--- config.mk ---
export PLATFORM = sky130hd
export DESIGN_NAME = traffic_light_ctrl_flat
export DESIGN_NICKNAME = d
export VERILOG_FILES = /design/src/rtl/traffic_light_ctrl_if.sv /design/src/rtl/traffic_light_ctrl.sv /design/src/flat_wrapper.sv
export SDC_FILE = /design/constraint.sdc
export NUM_CORES = 1
export LEC_CHECK = 0
export ABC_AREA = 1
export BUFFER_PORTS_ARGS = -buffer_cell sky130_fd_sc_hd__buf_2
export CORE_MARGIN = 4
export CORE_UTILIZATION = 25
export DETAILED_ROUTE_END_ITERATION = 10
export GPL_TIMING_DRIVEN = 0
export SLEW_MARGIN = 20
export SYNTH_ARGS = -nofsm -noshare
export SYNTH_HDL_FRONTEND = slang
export SYNTH_SLANG_ARGS = --single-unit
--- constraint.sdc ---
create_clock -name clk -period 1.2 [get_ports clk]
set_input_delay 0.12 -clock clk [delete_from_list [all_inputs] [get_ports clk]]
set_output_delay 0.12 -clock clk [all_outputs]
set_load 0.005 [all_outputs]
--- src/rtl/traffic_light_ctrl_if.sv ---
// Traffic-light interface: carries the 2-bit light code from the sequencer
// (controller/master side) to whatever displays or monitors it (slave side).
interface traffic_light_ctrl_if;
  logic [1:0] out;

  modport controller (output out);
  modport master     (output out);
  modport slave      (input  out);
endinterface

--- src/rtl/traffic_light_ctrl.sv ---
// Free-running green -> yellow -> red sequencer with per-phase dwell counts.
// Define TRAFFIC_LIGHT_CUR_OUT_EN to drive the current phase instead of the look-ahead phase.
module traffic_light_ctrl #(
  parameter int GREEN_CYCLES  = 1,
  parameter int YELLOW_CYCLES = 1,
  parameter int RED_CYCLES    = 1
) (
  input  logic                     clk,
  input  logic                     reset,
  traffic_light_ctrl_if.controller tl
);

  typedef enum logic [1:0] {
    PH_GREEN  = 2'b00,
    PH_YELLOW = 2'b01,
    PH_RED    = 2'b10,
    PH_BAD    = 2'b11
  } phase_e;

  localparam logic [7:0] GREEN_DWELL  = 8'(GREEN_CYCLES);
  localparam logic [7:0] YELLOW_DWELL = 8'(YELLOW_CYCLES);
  localparam logic [7:0] RED_DWELL    = 8'(RED_CYCLES);

  if (GREEN_CYCLES < 1 || GREEN_CYCLES > 255) begin : g_bad_green
    $error("traffic_light_ctrl: GREEN_CYCLES must be in 1..255");
  end
  if (YELLOW_CYCLES < 1 || YELLOW_CYCLES > 255) begin : g_bad_yellow
    $error("traffic_light_ctrl: YELLOW_CYCLES must be in 1..255");
  end
  if (RED_CYCLES < 1 || RED_CYCLES > 255) begin : g_bad_red
    $error("traffic_light_ctrl: RED_CYCLES must be in 1..255");
  end

  // Phase register is plain 2-bit so the unused code 2'b11 stays representable.
  logic [1:0] phase_q, phase_d;
  logic [7:0] cnt_q, cnt_d;
  logic [7:0] dwell;
  logic [1:0] succ;
  logic       illegal;
  logic       last;

  always_ff @(posedge clk or posedge reset) begin
    if (reset) begin
      phase_q <= PH_RED;
      cnt_q   <= 8'd0;
    end else begin
      phase_q <= phase_d;
      cnt_q   <= cnt_d;
    end
  end

  always_comb begin
    dwell   = 8'd1;
    succ    = PH_RED;
    illegal = 1'b0;
    case (phase_q)
      PH_GREEN: begin
        dwell = GREEN_DWELL;
        succ  = PH_YELLOW;
      end
      PH_YELLOW: begin
        dwell = YELLOW_DWELL;
        succ  = PH_RED;
      end
      PH_RED: begin
        dwell = RED_DWELL;
        succ  = PH_GREEN;
      end
      default: begin
        dwell   = 8'd1;
        succ    = PH_RED;
        illegal = 1'b1;
      end
    endcase

    last = (cnt_q == dwell - 8'd1);

    phase_d = phase_q;
    cnt_d   = cnt_q + 8'd1;
    if (illegal) begin
      phase_d = PH_RED;
      cnt_d   = 8'd0;
    end else if (last) begin
      phase_d = succ;
      cnt_d   = 8'd0;
    end

`ifdef TRAFFIC_LIGHT_CUR_OUT_EN
    tl.out = illegal ? PH_RED : phase_q;
`else
    // Look-ahead: show the phase that the next edge will produce.
    if (illegal) begin
      tl.out = PH_RED;
    end else if (last) begin
      tl.out = succ;
    end else begin
      tl.out = phase_q;
    end
`endif
  end

endmodule

--- src/flat_wrapper.sv ---
// flat-port wrapper written by rule: the top's interface ports become plain ports
module traffic_light_ctrl_flat 
#(
  parameter int GREEN_CYCLES  = 1,
  parameter int YELLOW_CYCLES = 1,
  parameter int RED_CYCLES    = 1
)
  (clk, reset, tl_out);
  traffic_light_ctrl_if tl_i ();
  input  logic clk;
  input  logic reset;
  output wire logic [$bits(tl_i.out)-1:0] tl_out;
  assign tl_out = tl_i.out;
  traffic_light_ctrl #(.GREEN_CYCLES(GREEN_CYCLES), .YELLOW_CYCLES(YELLOW_CYCLES), .RED_CYCLES(RED_CYCLES)) u_core (.clk(clk), .reset(reset), .tl(tl_i));
endmodule
# Word-level counts from Yosys, hierarchy flattened
# Cells that the tools add are included.
[word_totals] romBits=0 ram_bits=0 input_bits=2 register_bits=10 out_inout_bits=2 word_cells=13 latch_bits=0 n_memories=0
[classes] muxes=5 n_mul=0 n_eq_ne=2 add_sub_neg=1 order_cmp=0 div=0 reduce_logical=3 bitwise_logic=0 shift=0
[op_table] operator="$mux W8" n=2
[op_table] operator="$add A8 B1 Y8 const B" n=1
[op_table] operator="$logic_not A8 Y1" n=1
[op_table] operator="$mux W2" n=2
[op_table] operator="$pmux W2 S2" n=1
[op_table] operator="$reduce_or A3 Y1" n=1
[op_table] operator="$eq A2 B1 Y1 const B" n=1
[op_table] operator="$eq A2 B2 Y1 const B" n=1
[op_table] operator="$logic_not A2 Y1" n=1

# Longest topological paths before layout
# Gate-level depths: netlist of run 1.
[depth] ltp_word=4 ltp_mapped=7 depth_no_buf=7

# Least setup slack after synthesis of run 1
# No wires, ideal clock.
[synth_path] path_type="register -> output" startpoint="register u_core.cnt_q[0]" endpoint="output tl_out[0]" t_arrival_ns=1.011 slack_ns=0.069 n_path_buf=0 stages_incl_launch_ff=7 t_required_ns=1.080 cell_sequence="dfrtp_1 -> inv_1 -> ha_1 -> nand3_1 -> nor2_1 -> nor2_1 -> nor2_1"
[synth_via] elab_chain_len=3
[synth_lines] item="from (decl)" line_no="traffic_light_ctrl.sv:36" source="logic [7:0] cnt_q, cnt_d;"
[synth_lines] item="from (signal assigned)" line_no="traffic_light_ctrl.sv:48" source="cnt_q <= cnt_d;"
[synth_lines] item="$logic_not A8 Y1" line_no="traffic_light_ctrl.sv:76" source="last = (cnt_q == dwell - 8'd1);"
[synth_lines] item="$mux W2" line_no="traffic_light_ctrl.sv:94" source="end else if (last) begin"
[synth_lines] item="$mux W2" line_no="traffic_light_ctrl.sv:92" source="if (illegal) begin"
[synth_lines] item="to (decl)" line_no="flat_wrapper.sv:12" source="output wire logic [$bits(tl_i.out)-1:0] tl_out;"
# No other way between the ends.

# Worst setup path in the final report of run 1
[layout_path] startpoint="register u_core.cnt_q[1]" endpoint="output tl_out[0]"
# The elaborated chain is that of the path after synthesis.

==> results.md, run 1 <==
* Cell mode on critical path: nor2_1
* Reg2Reg Depth at 9
* Most common cell after layout, fill and taps aside: nand2_1
* Clk root buf: clkbuf_4
* GP Congestion at 0.742
* Max Cap Viol at 0
* Failing checks: setup timing
* Slowest CP cell: dfrtp_1
* Slowest stage delay, CP at roughly 0.39 ns
* Clock Latency Late Sink at 0.27 ns
* Worst path required time at approximately 1.1 ns
* Most frequent cells in the layout: nand2_1, inv_1, nor2_1
* Dpl hpwl at around 690 um
* Final Skew at between 0.003 and 0.004 ns
* Layout Cells excl Fill at 112
* Avg Inst Size Synth at around 7.9 um^2
* Initial antenna violation count at 0
* Antenna fix cells at 0
* Overall global routing resource usage at a little under a tenth
* Maximum vdd drop at about 0.61 mV
* GR Overflow Total at 0
* Final hold vios at 0
* Hold Slack at 0.383 ns
* PwrDens at about 880 nW/um^2
* Antenna-violating nets left at 0
* Storage cell area at ~250 um^2
* Largest family of logic cells by synthesized area: simple AND/OR/NAND/NOR gates
* Post-synthesis sequential area ratio at between 40% and 50%
* Ratio of cells with drive above 1 in the final layout at between 30% and 40%
* Fmax at about 0.66 GHz
* Post-synthesis mux area share at 0%
* Unrepaired setup endpoints after global routing: yes
* Vias per cell at approximately 4.3
* Lkg Pwr at ~0.38 nW
* Worst Hold Class: primary input to asynchronous set/reset pin
* Final setup viols at 3
* Starting density of the core at 27.2%
* Global-route wire length before repair at roughly 1.9 mm
* Critical path class: register to primary output
* Core Box Area at approximately 2000 um^2
* Detailed-router iteration count before antenna repair at 4
* Warnings, synthesis at 0
* Mapped Nets at 74
* H-tree Lvls at 1
* Final Critical Period at between 1.5 and 2 ns
* Final worst slack at -0.320 ns
* IO Count at 4
* P&R area growth vs syn at 35.5%
* Worst setup EP type: primary output
* Reg2Reg Setup Slack at -0.21 ns
* Final period utilization at 127%
* Post-Synth Simple-Gate Area at 34.1%
* Initial drt markers at 7
* WP data arrival at between 1 and 1.5 ns
* Netlist cell types at 16
* Clock-pin slew on the worst setup and hold paths at approximately 0.070 ns
* Die Span Y at between 50 and 60 um
* CTS tree: built
* Max Fanout on Critical Path at 2
* Post-synthesis compound-gate area fraction at ~3.6%
* Synth Area in Adders at under 10%
* CTS Sinks at 10
* Post-synthesis xor/xnor area fraction at 3.18%
* Final core occ at between 30 and 40%
* Largest net degree at the start of global routing at 11
* RR Endpoint: u_core.phase_q[1]$_DFF_PP1_
* Final #Nets at 90
* Max Slew Vio Count at 0
* Worst slew pin tran at between 0.4 and 0.5 ns
* DR vias at 478
* FF+latch count, synth at 10
* Worst reg2reg path startpoint: u_core.cnt_q[1]$_DFF_PP0_
* Relative slew slack at roughly 72%
* Maximum clock path buffer count at 2
* Wirelength per Cell at between 9 and 10 um
* Die footprint at 3020 um^2
* Worst-path cell chain: inv_1 -> ha_2 -> nand3_2 -> nor2_4 -> nor2_1 -> nor2_1 -> buf_2
* Mapped Area at approximately 550 um^2
* Synth Instances at 70
* # DRC at 0
* CTS buffer count at 3
* Number of port buffers at 3
* Rows at 16
* Nature of the critical path startpoint: register
* Placed cell count at 100
* Status: finished with violations
* Area taken by multi-input logic gates at 287 um^2
* Routed WL at between 1 and 1.5 mm
* Die W at ~55 um
* Vias in the first global route at 449
* # fillers at ~200
[logic make-up (layout without fill, tap and decap cells)]
kind of cell | after synthesis | count (layout)
AO/OA/AOI/OAI | 4 | 4
XOR/XNOR | 2 | 2
adder cells (fa/ha/maj) | 2 | 2
buffers and inverters | 13 | 28
flip-flops | 10 | 10
AND/OR/NAND/NOR | 39 | 39
[report_power, final]
part           internal [mW]  total (mW)  leakage [nW]  switching, mW
registers              0.337       0.337         0.132              0
clock network          0.184       0.310        0.0210          0.126
logic                0.00346      0.0110         0.227        0.00758
[sequential cells by signal, summed over array words and instances, names as in the netlist]
| register | count |
|---|---|
| u_core.cnt_q | 8 |
| u_core.phase_q | 2 |
[critical path: cells and delay by family, from the launching register on]
kind / cells / cell delay (ns)
adders and majority gates: 1 / 0.18
buffers and inverters: 2 / 0.19
and+or+nand+nor: 4 / 0.38
DFF: 1 / 0.39
[area by class of cell]
type	count	area share, %
clock buffer	4	4.87
inverter	13	6.54
multi-input combinational	47	38.4
sequential	10	33.7
tap	27	4.53
timing repair buffer	11	11.9
[per-stage QoR]
step	TNS [ns]	area (um^2)	total power, mW	worst slack [ns]
5_1_grt	-1.08	746	0.691	-0.410
4_1_cts	-0.770	711	0.669	-0.281
3_5_place_dp	-0.154	599	0.352	-0.113
3_3_place_gp	-0.134	599	0.352	-0.105
6_report	-0.786	746	0.658	-0.320
2_1_floorplan	0	551	0.349	0.0692
[routing by layer]
layer  GRT usage (%)  vias to the layer above  wire length (um)
met5               0                        -                 0
met4            7.29                        0                29
met3           0.804                        4                39
met2            14.8                       15               563
met1            11.4                      219               478
li1                -                      240                 -
[cells in the mapped netlist]
library cell  count  area [um^2]
nand2_2           2         12.5
inv_2             1         3.75
ha_1              2         25.0
nand3_1           5         25.0
nand3_2           1         10.0
nor3b_2           1         12.5
nor2_1           12         45.0
inv_1            12         45.0
o21ai_1           4         20.0
dfrtp_1           9          225
xnor2_1           1         8.76
nor2_2            3         18.8
xor2_1            1         8.76
nand2_1          14         52.6
nor2_4            1         11.3
dfstp_2           1         26.3
[worst max-delay path by stage]
stage / slack [ns] / end / cells past startpoint / from
6_report: -0.32 / tl_out[0] / 7 / u_core.cnt_q[1]$_DFF_PP0_
4_1_cts: -0.28 / tl_out[0] / 7 / u_core.cnt_q[0]$_DFF_PP0_
5_1_grt: -0.41 / tl_out[0] / 7 / u_core.cnt_q[1]$_DFF_PP0_
3_5_place_dp: -0.11 / tl_out[0] / 7 / u_core.cnt_q[0]$_DFF_PP0_
2_1_floorplan: 0.07 / tl_out[0] / 6 / u_core.cnt_q[0]$_DFF_PP0_
3_3_place_gp: -0.10 / tl_out[0] / 7 / u_core.cnt_q[0]$_DFF_PP0_
[timing repair]
action | CTS | global route
endpoints found under the setup margin | 2 | 5
pin swaps | 6 | 3
hold buffers | 1 | 0
gates resized for setup | 4 | 7
endpoints found under the hold margin | 9 | 0
setup buffers | 7 | 1
(Power assumes the default switching activity.)
==> run 2, diff against run 1 <==
ABC_AREA = unset   (was 1)
==> results.md, run 2 <==
* Status: finished with violations
* Failing checks: setup timing
* CTS buffer count at 3 (unchanged)
* Largest Register: u_core.cnt_q
* Setup TNS at -4.76 ns (-3.97 ns)
* Worst reg2reg path startpoint: u_core.cnt_q[7]$_DFF_PP0_
* Number of port buffers at 3 (unchanged)
* Vias in the first global route at 394 (-12%)
* Clock-pin slew on the worst setup and hold paths at 0.07 ns (about the same)
* Starting density of the core at 26.9% (-0.28 points)
* P&R area growth vs syn at 38.5%
* Die W at 51.8 um (-5.6%)
* Die footprint at 2690 um^2 (-11%)
* Rows at 15 (-1)
* EDFF count, synth at 0 (unchanged)
* Largest cells by area after synthesis: dfrtp_1, dfstp_2, a21oi_1
* Mapped Nets at 53 (-28%)
* Post-synth top area share at 46.9% (+6.0 points)
* Reg2Reg Depth at 4 (-5)
* Largest net degree at the start of global routing at 11 (unchanged)
* Core Box Area at 1780 um^2 (-12%)
* Routed WL at 983 um (-11%)
* Worst slew pin tran at 0.390 ns (-0.0222 ns)
* Overall global routing resource usage at 9.15% (-0.12 points)
* Warnings, synthesis at 0 (unchanged)
* Number of flip-flops in the largest register at 8 (unchanged)
* GP Congestion at 0.710 (-4.3%)
* GR Overflow Total at 0 (unchanged)
* Avg Inst Size Synth at 9.81 um^2 (+25%)
* Most frequent cells in the layout: dfrtp_1, buf_4, inv_1
* Most common cell in the netlist: dfrtp_1
* DR vias at 392 (-18%)
* Maximum clock path buffer count at 2 (unchanged)
* Unrepaired setup endpoints after global routing: yes
* Worst Hold Class: primary input to asynchronous set/reset pin
* FF+latch count, synth at 10 (unchanged)
* Synth Instances at 49 (-30%)
* Dpl hpwl at 573 um (-17%)
* Reg2Reg Setup Slack at -0.39 ns (-0.18 ns)
* Nature of the critical path startpoint: register
* Final Skew at 0.00118 ns (-0.00259 ns)
* # DRC at 0 (unchanged)
* Final hold vios at 0 (unchanged)
* Wirelength per Cell at 11.0 um (+11%)
* Global-route wire length before repair at 1.67 mm (-13%)
* Area taken by multi-input logic gates at 250 um^2 (-13%)
* Die Span Y at 51.8 um (-5.6%)
* Post-synthesis sequential area ratio at 52.3% (+6.7 points)
* Final Critical Period at 1.99 ns (+0.469 ns)
* Fmax at 0.503 GHz (-24%)
* Final worst slack at -0.788 ns (-0.469 ns)
* Detailed-router iteration count before antenna repair at 4 (unchanged)
* Ratio of cells with drive above 1 in the final layout at 40.6% (+6.5 points)
* Largest regs: u_core.cnt_q: 8 flops, u_core.phase_q: 2 flops
* Final Power at 0.654 mW (-0.68%)
* Netlist cell types at 17 (+1)
* Max Cap Viol at 0 (unchanged)
* Lkg Pwr at 0.280 nW (-26%)
* Clk root buf: clkbuf_4
* CTS tree: built
* H-tree Lvls at 1 (unchanged)
* Antenna-violating nets left at 0 (unchanged)
* Clock Latency Late Sink at 0.27 ns (about the same)
* Relative slew slack at 74.0% (+1.5 points)
* Max Slew Vio Count at 0 (unchanged)
* Most common cell after layout, fill and taps aside: dfrtp_1
* Initial drt markers at 5 (-2)
* Synth Flop Type: dfrtp_1
* # fillers at 186 (-7.9%)
* Antenna fix cells at 0 (unchanged)
* Storage cell area at 251 um^2 (unchanged)
* Synth top cells by count: dfrtp_1, a21oi_1, inv_1, nor2_1
* Final setup viols at 11 (+8)
* Post-synth top area cell: dfrtp_1
* Mapped Area at 480 um^2 (-13%)
* Max Fanout on Critical Path at 4 (+2)
* RR Endpoint: u_core.cnt_q[4]$_DFF_PP0_
* Critical path class: register to primary output
* Vias per cell at 4.40 (+3.2%)
* Initial antenna violation count at 0 (unchanged)
* Worst path required time at 1.08 ns (about the same)
* Worst setup EP type: primary output
* PwrDens at 982 nW/um^2 (+11%)
* IO Count at 4 (unchanged)
* Final #Nets at 69 (-23%)
* Maximum vdd drop at 0.524 mV (-14%)
* Post-synth ARST share at 100% (unchanged)
* CTS Sinks at 10 (unchanged)
* WP data arrival at 1.87 ns (+0.47 ns)
* Final period utilization at 166% (+39 points)
[run 2: cell families after synthesis]
family          Yosys count  synth area share [%]
xor+xnor                  3                  5.47
flops                    10                  52.3
mux                       1                  2.34
fa+ha+maj                 2                  5.21
buf+inv                   5                  3.91
simple gates             18                  20.3
compound gates           10                  10.4
[run 2: worst max-delay path: stages, from the launching register on]
cell	delay (ns)
dfrtp_1	0.39
or4_4	0.57
or3_1	0.37
a21oi_2	0.15
buf_2	0.12
[run 2: how the worst max path moves through the flow]
stage	from	to	slack (ns)	depth (start not counted)
2_1_floorplan	u_core.cnt_q[0]$_DFF_PP0_	tl_out[0]	-0.39	5
3_3_place_gp	u_core.cnt_q[0]$_DFF_PP0_	tl_out[0]	-0.54	6
3_5_place_dp	u_core.cnt_q[0]$_DFF_PP0_	tl_out[0]	-0.54	6
4_1_cts	u_core.cnt_q[0]$_DFF_PP0_	tl_out[0]	-0.77	6
5_1_grt	u_core.cnt_q[7]$_DFF_PP0_	tl_out[0]	-0.85	4
6_report	u_core.cnt_q[7]$_DFF_PP0_	tl_out[0]	-0.79	4
[run 2: routing by layer]
layer	wire (um)	track usage (%)
met1	436	9.22
met5	0	0
met3	65	6.88
met4	15	5.24
met2	466	13.4
[run 2: power breakdown]
part / internal, mW / total [mW] / switching (mW)
logic: 0.00346 / 0.0106 / 0.00712
registers: 0.337 / 0.337 / 0
clock network: 0.184 / 0.306 / 0.122
total: 0.525 / 0.654 / 0.129
[run 2: repair_timing]
action	4_1_cts	5_1_grt
hold buffers	1	0
setup buffers	5	2
endpoints found under the hold margin	9	0
setup endpoints to repair	11	11
pin swaps	3	4
gates resized for setup	6	2
[run 2: per-stage QoR]
step / instance area [um^2] / instances / setup slack, ns / hold slack, ns / utilization, %
finish: 666 / 89 / -0.788 / 0.370 / 37.3
detailed placement: 537 / 77 / -0.540 / 0.116 / 30.1
CTS: 646 / 87 / -0.766 / 0.371 / 36.2
floorplan: 490 / 49 / -0.391 / -0.0405 / -
global route: 666 / 89 / -0.853 / 0.401 / 37.3
global placement: 537 / 77 / -0.542 / 0.114 / 30.1
[run 2: area by class of cell]
type | instances | area share, %
sequential | 10 | 37.8
multi-input combinational | 34 | 37.6
timing repair buffer | 11 | 11.7
clock buffer | 4 | 5.45
tap | 25 | 4.70
inverter | 5 | 2.82
==> run 3, diff against run 2 <==
--- a/config.mk
+++ b/config.mk
@@ -10,5 +10,5 @@
 export CORE_UTILIZATION = 25
 export DETAILED_ROUTE_END_ITERATION = 10
-export GPL_TIMING_DRIVEN = 0
+export GPL_TIMING_DRIVEN = 1
 export SLEW_MARGIN = 20
 export SYNTH_ARGS = -nofsm -noshare
==> constraint.sdc (replaced) <==
create_clock -name clk -period 1.2 [get_ports clk]
set_input_delay 0.12 -clock clk [delete_from_list [all_inputs] [get_ports clk]]
set_output_delay 0.12 -clock clk [all_outputs]
set_load 0.01 [all_outputs]
==> results.md, run 3 (synthesis gave the netlist of run 2 again) <==
* Lkg Pwr at 0.347 nW (+24%)
* Final worst slack at -0.799 ns (-0.0112 ns)
* Max Cap Viol at 0 (unchanged)
* Slowest CP cell: or4_4
* Wirelength per Cell at 11.3 um (+2.5%)
* Most common cell after layout, fill and taps aside: buf_4
* Max Slew Vio Count at 0 (unchanged)
* WP data arrival at 1.88 ns (about the same)
* Final Skew at 0.00672 ns (+0.00554 ns)
* Core Box Area at 1780 um^2 (unchanged)
* Failing checks: setup timing
* PwrDens at 868 nW/um^2 (-12%)
* Final Power at 0.654 mW (about the same)
* Met2 Use GR at 16.3% (+2.9 points)
* Number of port buffers at 3 (unchanged)
* Largest net degree at the start of global routing at 11 (unchanged)
* GP Congestion at 0.717 (+1.1%)
* Initial antenna violation count at 0 (unchanged)
* Dpl hpwl at 684 um (+19%)
* Global-route wire length before repair at 1.88 mm (+12%)
* IO Count at 4 (unchanged)
* Worst Hold Class: primary input to asynchronous set/reset pin
* Placement Setup Slack at -0.488 ns (+0.0517 ns)
* CTS buffer count at 3 (unchanged)
* Met3 usage at 6.30% (-0.57 points)
* Critical Path Stages at 4 (unchanged)
* CP Buf/Inv Count at 1 (unchanged)
* Detailed-router iteration count before antenna repair at 4 (unchanged)
* Vias in the first global route at 424 (+7.6%)
* Clock Latency Late Sink at 0.27 ns (about the same)
* Maximum vdd drop at 0.622 mV (+19%)
* Antenna fix cells at 0 (unchanged)
* Final #Nets at 81 (+17%)
* CTS Sinks at 10 (unchanged)
* Most frequent cells in the layout: buf_4, dfrtp_1, inv_1, nor2_1, buf_6
* Area post-placement at 627 um^2 (+17%)
* Final period utilization at 167% (+0.94 points)
* P&R area growth vs syn at 56.8%
* Max Fanout on Critical Path at 3 (-1)
* Final core occ at 42.2% (+4.9 points)
* # fillers at 174 (-6.5%)
* H-tree Lvls at 1 (unchanged)
* Worst path required time at 1.08 ns (about the same)
* Reg2Reg Depth at 11 (+7)
* Rows at 15 (unchanged)
* CTS tree: built
* Finished Cell Area at 753 um^2 (+13%)
* Met1 Use GR at 10.8% (+1.6 points)
* DR vias at 446 (+14%)
* Final hold vios at 0 (unchanged)
* Final Critical Period at 2.00 ns (+0.0112 ns)
* Maximum clock path buffer count at 2 (unchanged)
* Die W at 51.8 um (unchanged)
* Fmax at 0.500 GHz (-0.56%)
* Overall global routing resource usage at 10.0% (+0.89 points)
* Worst setup EP type: primary output
* Hold Slack at 0.370 ns (+0.000878 ns)
* Worst-path cell chain: or4_4 -> or3_4 -> a21oi_2 -> buf_2
* Critical path's top delay family: simple AND/OR/NAND/NOR gates
* Die footprint at 2690 um^2 (unchanged)
* Relative slew slack at 72.8% (-1.2 points)
* Clk root buf: clkbuf_4
* Worst slew pin tran at 0.408 ns (+0.0177 ns)
* Starting density of the core at 26.9% (unchanged)
* Ratio of cells with drive above 1 in the final layout at 43.4% (+2.8 points)
* Unrepaired setup endpoints after global routing: yes
* Largest Register: u_core.cnt_q
* Clock-pin slew on the worst setup and hold paths at 0.07 ns (about the same)
* Initial drt markers at 17 (+12)
* Gr busiest metal: met2
* Die Span Y at 51.8 um (unchanged)
* Placed cell count at 89 (+16%)
* # DRC at 0 (unchanged)
* GR Overflow Total at 0 (unchanged)
* Status: finished with violations
* Layout Cells excl Fill at 101 (+13%)
* Number of flip-flops in the largest register at 8 (unchanged)
* Antenna-violating nets left at 0 (unchanged)
* Setup TNS at -7.31 ns (-2.56 ns)
* Slowest stage delay, CP at 0.55 ns (-0.02 ns)
* Critical path class: register to primary output
* Nature of the critical path startpoint: register
* Final setup viols at 11 (unchanged)
* Vias per cell at 4.42 (+0.26%)
* Largest regs: u_core.cnt_q: 8 flops, u_core.phase_q: 2 flops
* Routed WL at 1.14 mm (+16%)
run 3: cell count changes in the layout (fill, tap and decap cells not counted), sizes merged:
cell / change
buf: +12
run 3: worst register-to-register path, delay by kind of cell (launching register included):
| kind | cells | cell delay [ns] |
|---|---|---|
| buffers and inverters | 7 | 0.75 |
| flip-flops | 1 | 0.38 |
| AND/OR/NAND/NOR | 1 | 0.38 |
| AO/OA/AOI/OAI | 2 | 0.16 |
| adder cells (fa/ha/maj) | 1 | 0.12 |
run 3: what timing repair did:
| item | CTS | global route |
|---|---|---|
| buffers inserted | 6 | 2 |
| hold buffers | 1 | 0 |
| endpoints found under the setup margin | 11 | 11 |
| pin swaps | 1 | 4 |
| gates resized for setup | 6 | 2 |
| hold endpoints to repair | 9 | 0 |
run 3: cell type report:
class | count | area, um^2 | area share, %
Inverter | 5 | 18.8 | 2.49
Clock buffer | 4 | 36.3 | 4.82
Multi-Input combinational cell | 34 | 229 | 30.4
Timing Repair Buffer | 23 | 186 | 24.8
Sequential cell | 10 | 251 | 33.4
Tap cell | 25 | 31.3 | 4.15
run 3: power by group:
part | switching (mW) | internal, mW | total (mW)
Clock | 0.122 | 0.184 | 0.306
Sequential | 0 | 0.337 | 0.337
Combinational | 0.00735 | 0.00345 | 0.0108
Total | 0.129 | 0.525 | 0.654
run 3: worst paths after layout:
check,startpoint,endpoint,slack [ns]
max in group asynchronous,reset,u_core.phase_q[1]$_DFF_PP1_,0.50
min,reset,u_core.cnt_q[2]$_DFF_PP0_,0.37
max,u_core.cnt_q[7]$_DFF_PP0_,tl_out[0],-0.80
max reg2reg,u_core.cnt_q[0]$_DFF_PP0_,u_core.cnt_q[5]$_DFF_PP0_,-0.72
min in group clk,u_core.cnt_q[0]$_DFF_PP0_,u_core.cnt_q[0]$_DFF_PP0_,0.55
min reg2reg,u_core.cnt_q[0]$_DFF_PP0_,u_core.cnt_q[0]$_DFF_PP0_,0.55
run 3: layer usage:
metal | wire (um) | up-vias
met3 | 51 | 2
met5 | 0 | -
met4 | 12 | 0
met2 | 561 | 7
li1 | - | 224
met1 | 518 | 213
